### src/rtl/vram_pkg.sv
// Shared constants and FSM state encoding for the VRAM arbiter.
package vram_pkg;
  localparam int COLS       = 80;
  localparam int ROWS       = 30;
  localparam int VRAM_DEPTH = 2400;
  localparam int ADDR_W     = 12;
  localparam int DATA_W     = 8;

  typedef enum logic [2:0] {
    IDLE,
    DISP,
    DISP_CAP,
    HOST,
    HOST_CAP
  } state_t;
endpackage

### src/rtl/vram_addr_gen.sv
// Text-mode character address: row*80 + col, built from shifts and adds.
import vram_pkg::*;

module vram_addr_gen (
  input  logic [4:0]        row,
  input  logic [6:0]        col,
  output logic [ADDR_W-1:0] addr
);
  logic [ADDR_W-1:0] row_w;
  logic [ADDR_W-1:0] col_w;

  assign row_w = {{(ADDR_W-5){1'b0}}, row};
  assign col_w = {{(ADDR_W-7){1'b0}}, col};
  assign addr  = (row_w << 6) + (row_w << 4) + col_w;
endmodule

### src/rtl/vram_arbiter.sv
// Single-port VRAM arbiter: display fetches have strict priority over host access.
// Optional macro VRAM_HOST_BLANK_ONLY_EN restricts host service to blanking.
//
// state    | meaning
// IDLE     | no access in flight; display or host may be granted
// DISP     | display read issued to RAM
// DISP_CAP | display read data captured, disp_valid strobe
// HOST     | host access issued (or rejected when out of range)
// HOST_CAP | host read data returned, host_rvalid strobe
import vram_pkg::*;

module vram_arbiter (
  input  logic              reloj,
  input  logic              resetM,
  input  logic              pix_tick,
  input  logic [9:0]        Qh,
  input  logic [9:0]        Qv,
  input  logic              H_ON,
  input  logic              V_ON,
  input  logic              host_req,
  input  logic              host_we,
  input  logic [ADDR_W-1:0] host_addr,
  input  logic [DATA_W-1:0] host_wdata,
  output logic              host_ready,
  output logic              host_rvalid,
  output logic [DATA_W-1:0] host_rdata,
  output logic              host_err,
  output logic              ram_en,
  output logic              ram_we,
  output logic [ADDR_W-1:0] ram_addr,
  output logic [DATA_W-1:0] ram_wdata,
  input  logic [DATA_W-1:0] ram_rdata,
  output logic [DATA_W-1:0] disp_char,
  output logic              disp_valid
);
  state_t            state, state_nx;
  logic              pend, pend_nx;
  logic              disp_req;
  logic              host_ok;
  logic              host_acc;
  logic [ADDR_W-1:0] disp_addr_c, disp_addr_q;
  logic [ADDR_W-1:0] h_addr_q;
  logic [DATA_W-1:0] h_wdata_q;
  logic              h_we_q;
  logic              h_err_q;

  vram_addr_gen u_addr_gen (
    .row  (Qv[8:4]),
    .col  (Qh[9:3]),
    .addr (disp_addr_c)
  );

  assign disp_req = pix_tick & H_ON & V_ON & (Qh[2:0] == 3'd0);

`ifdef VRAM_HOST_BLANK_ONLY_EN
  assign host_ok = ~(H_ON & V_ON);
`else
  assign host_ok = 1'b1;
`endif

  // Gated by resetM so the grant is low while reset is held.
  assign host_ready = resetM & (state == IDLE) & ~disp_req & ~pend & host_ok;
  assign host_acc   = host_req & host_ready;

  always_ff @(posedge reloj or negedge resetM) begin
    if (!resetM) begin
      state       <= IDLE;
      pend        <= 1'b0;
      disp_addr_q <= '0;
      h_addr_q    <= '0;
      h_wdata_q   <= '0;
      h_we_q      <= 1'b0;
      h_err_q     <= 1'b0;
    end else begin
      state <= state_nx;
      pend  <= pend_nx;
      if (disp_req) disp_addr_q <= disp_addr_c;
      if (host_acc) begin
        h_addr_q  <= host_addr;
        h_wdata_q <= host_wdata;
        h_we_q    <= host_we;
        h_err_q   <= (host_addr >= ADDR_W'(VRAM_DEPTH));
      end
    end
  end

  always_comb begin
    state_nx    = state;
    pend_nx     = pend;
    ram_en      = 1'b0;
    ram_we      = 1'b0;
    ram_addr    = '0;
    ram_wdata   = '0;
    disp_valid  = 1'b0;
    disp_char   = '0;
    host_rvalid = 1'b0;
    host_rdata  = '0;
    host_err    = 1'b0;
    unique case (state)
      IDLE: begin
        if (disp_req || pend) begin
          state_nx = DISP;
          pend_nx  = 1'b0;
        end else if (host_acc) begin
          state_nx = HOST;
        end
      end
      DISP: begin
        ram_en   = 1'b1;
        ram_addr = disp_addr_q;
        state_nx = DISP_CAP;
      end
      DISP_CAP: begin
        disp_valid = 1'b1;
        disp_char  = ram_rdata;
        state_nx   = IDLE;
      end
      HOST: begin
        if (h_err_q) begin
          host_err    = 1'b1;
          host_rvalid = ~h_we_q;
          state_nx    = IDLE;
        end else begin
          ram_en    = 1'b1;
          ram_we    = h_we_q;
          ram_addr  = h_addr_q;
          ram_wdata = h_we_q ? h_wdata_q : '0;
          state_nx  = h_we_q ? IDLE : HOST_CAP;
        end
      end
      HOST_CAP: begin
        host_rvalid = 1'b1;
        host_rdata  = ram_rdata;
        state_nx    = IDLE;
      end
      default: state_nx = IDLE;
    endcase
    // A display request seen while busy is held until the next IDLE.
    if (disp_req && state != IDLE) pend_nx = 1'b1;
  end
endmodule
### config.mk
export PLATFORM = sky130hd
export DESIGN_NAME = vram_arbiter
export DESIGN_NICKNAME = d
export VERILOG_FILES = /design/src/rtl/vram_pkg.sv /design/src/rtl/vram_addr_gen.sv /design/src/rtl/vram_arbiter.sv
export SDC_FILE = /design/constraint.sdc
export NUM_CORES = 1
export LEC_CHECK = 0
export BUFFER_PORTS_ARGS = -buffer_cell sky130_fd_sc_hd__buf_4
export CAP_MARGIN = 20
export CORE_MARGIN = 1
export CORE_UTILIZATION = 50
export DETAILED_ROUTE_END_ITERATION = 7
export GPL_TIMING_DRIVEN = 0
export PLACE_DENSITY = 0.85
export SETUP_SLACK_MARGIN = 0.3
export SLEW_MARGIN = 10
export SYNTH_ARGS = -nofsm -noshare
export SYNTH_HDL_FRONTEND = slang
export SYNTH_SLANG_ARGS = --single-unit
export TNS_END_PERCENT = 100
### constraint.sdc
create_clock -name reloj -period 3.4 [get_ports reloj]
set_input_delay 0.17 -clock reloj [delete_from_list [all_inputs] [get_ports reloj]]
set_output_delay 0.17 -clock reloj [all_outputs]
set_load 0.05 [all_outputs]
==> results_dict.tcl <==
set metrics [dict create \
    hp-class "primary input to register" \
    grt_usage 0.246 \
    htree_num_levels 2 \
    drive_above_1_share 0.414 \
    ir_drop_mv 0.321 \
    fin_crit_sh 0.684 \
    hold_violations 0 \
    synth.avg_cell_area_um2 10.4 \
    r2r_slack_ns 1.46 \
    power_leakage_nw 1.53 \
    yosysMostFrequentCell "dfrtp_1" \
    power_mw 1.50 \
    min-delay-start "Qh[5]" \
    synth_area_mm2 0.00212 \
    ys_top_cells_by_count "38 x dfrtp_1, 27 x nand2_1, 20 x mux2_2" \
    post-route-drc-count 0 \
    drtPass1Iterations 4 \
    gp_congestion 0.783 \
    cp_max_fo 10 \
    yosys_warnings 0 \
    setup_tns_ns 0 \
    power_frac_clock 0.199 \
    rows 23 \
    area_delta_synth_final_pct 39.5 \
    wl_per_cell_um 14.6 \
    comb_power_share 0.358 \
    start_util 0.527 \
    async_flop_share 1.00 \
    clock_latency_ns 0.29 \
    hold_depth 3 \
    synth_area_leaders "dfrtp_1 45%, mux2_2 11%, ha_1 5.3%, and2_1 5.0%, nand2_1 4.8%" \
    dp_cells 345 \
    r2r_end "h_addr_q[9]" \
    status "finished, final reports clean" \
    die_h_um 67.2 \
    cts_sinks 38 \
    startpoint_type "register" \
    post_cts_resized 0 \
    routed_wl_um 5130 \
    postCtsHoldBufs 1 \
    end_kind "primary output" \
    grt_setup_unrepaired "false" \
    worstMarginPinSlew_ns 0.731 \
    synth_cell_types 36 \
    grt_max_degree 40 \
    ant_nets 0 \
    yosysTopAreaCell "dfrtp_1" \
    yosysSeqAreaShare 0.448 \
    max_cap_violations 0 \
    slew_headroom 0.512 \
    synth_top_area_share 0.448 \
    cts_tree "yes" \
    clkTransAtPathRegs_ns 0.07 \
    arrival_ns 2.15 \
    grt.overflow.total 0 \
    synth_edf_count 0 \
    power.share.switching 0.346 \
    cts_buffers 5 \
    powerDensity_mw_per_mm2 508 \
    ys.flop_type "dfrtp_1" \
    grt_pass1_vias 1802 \
    numPortBuffers 91 \
    rr_worst_depth 5 \
    fin_cells 352 \
    clock_skew_ns 0.00306 \
    fin_nets 369 \
    die_w_um 67.2 \
    grt_pass1_wl_um 7970 \
    ios 97 \
    max_freq_mhz 430 \
    r2r_start "state[1]" \
    via_per_inst 5.37 \
    postSynthCellCount 204 \
    seqPwrFrac 0.443 \
    dieArea_mm2 0.00451 \
    grt_antenna_before_repair 0 \
    setup_viol 0 \
    num_vias 1890 \
    hold_end "disp_addr_q[2]" \
    antenna_cells 0 \
    core-area_mm2 0.00403 \
    crit_required_ns 3.23 \
    cts_setup_buffers 0 \
    synth-seq-cells 38 \
    synth_fp_nets 270 \
    clock_path_buffers 2 \
    nFillCells 324 \
    p_sw_mw 0.520 \
    drv_slew 0 \
    root_buffer "clkbuf_8" \
    dp_hpwl_um 3950 \
    drtIter0Drc 63 \
    fin_crit_ns 2.32 \
    worstSetupPathType "register to primary output" \
    internal-power_mw 0.984 \
]
-- power groups by stage --
stage               Combinational, mW  Sequential [mW]  Clock [mW]
floorplan                       0.383            0.648           0
global placement                0.523            0.665           0
detailed placement              0.541            0.674           0
CTS                             0.543            0.665       0.307
global route                    0.581            0.681       0.327
finish                          0.538            0.666       0.299
-- layout by cell type (no fill, tap or decap), types with 3 or more instances in the layout --
cell      Yosys  final
nand2b_1      3      3
nor2_1        7      7
a22o_1       11     11
nand2_1      27     27
clkbuf_1      5      5
dfrtp_1      38     38
clkbuf_8      0      6
and3_1        9      9
inv_1         8      8
a211oi_1      4      4
nor3b_1       3      3
a21oi_1       4      4
o21ai_0       8      8
ha_1          9      9
mux2_2       20     20
and2_1       17     17
buf_2         4      4
buf_4         0     91
-- flip-flops by register name, indices dropped and copies added (netlist names) --
register,cells
h_we_q,1
pend,1
disp_addr_q,12
h_addr_q,12
h_err_q,1
state,3
h_wdata_q,8
-- metrics by stage --
stage / cell area (µm²) / setup WS, ns / hold WS, ns / util
6_report: 2960 / 1.08 / 0.0680 / 0.735
4_1_cts: 2960 / 1.07 / 0.0653 / 0.735
3_3_place_gp: 2870 / 1.28 / 0.165 / 0.712
2_1_floorplan: 2120 / 0.695 / -0.126 / -
3_5_place_dp: 2870 / 1.27 / 0.159 / 0.712
5_1_grt: 2960 / 0.907 / 0.0625 / 0.735
-- cell families after synthesis --
logic type,after synthesis,share of synthesized area
xor+xnor,2,0.00825
flops,38,0.448
mux,21,0.111
buf+inv,18,0.0377
compound gates,34,0.117
simple gates,80,0.206
fa+ha+maj,11,0.0719
-- area by class of cell --
class | count | area (µm²) | share of cell area
timing repair buffer | 92 | 693 | 0.234
buffer | 10 | 50.0 | 0.0169
inverter | 8 | 30.0 | 0.0101
clock buffer | 6 | 82.6 | 0.0279
multi-input combinational | 148 | 1090 | 0.369
sequential | 38 | 951 | 0.321
tap | 50 | 62.6 | 0.0211
-- worst max path at each step --
stage                        start              end  slack (ns)  cells past startpoint
final                     state[2]      ram_addr[7]        1.08                      5
after global routing      state[2]      ram_addr[1]        0.91                      5
after CTS                 state[2]      ram_addr[8]        1.07                      5
after detailed placement     Qh[9]  disp_addr_q[10]        1.27                      9
after global placement       Qh[9]  disp_addr_q[10]        1.28                      9
after floorplan           state[1]     disp_char[0]        0.69                      3
-- routing by layer --
| metal | routed length, µm | vias up | part of all wire | global-route usage |
|---|---|---|---|---|
| li1 | - | 909 | - | - |
| met1 | 2040 | 893 | 0.40 | 0.285 |
| met2 | 2500 | 79 | 0.49 | 0.415 |
| met3 | 492 | 9 | 0.096 | 0.0861 |
| met4 | 87 | 0 | 0.017 | 0.0984 |
| met5 | 0 | - | 0 | 0 |
-- worst max-delay path: stages, from the launching register on --
cell	delay, ns
dfrtp_1	0.43
nand2b_1	0.26
nor3b_1	0.30
clkbuf_1	0.43
a22o_1	0.23
buf_4	0.20
Note: power is estimated with default switching activity, not from simulation.
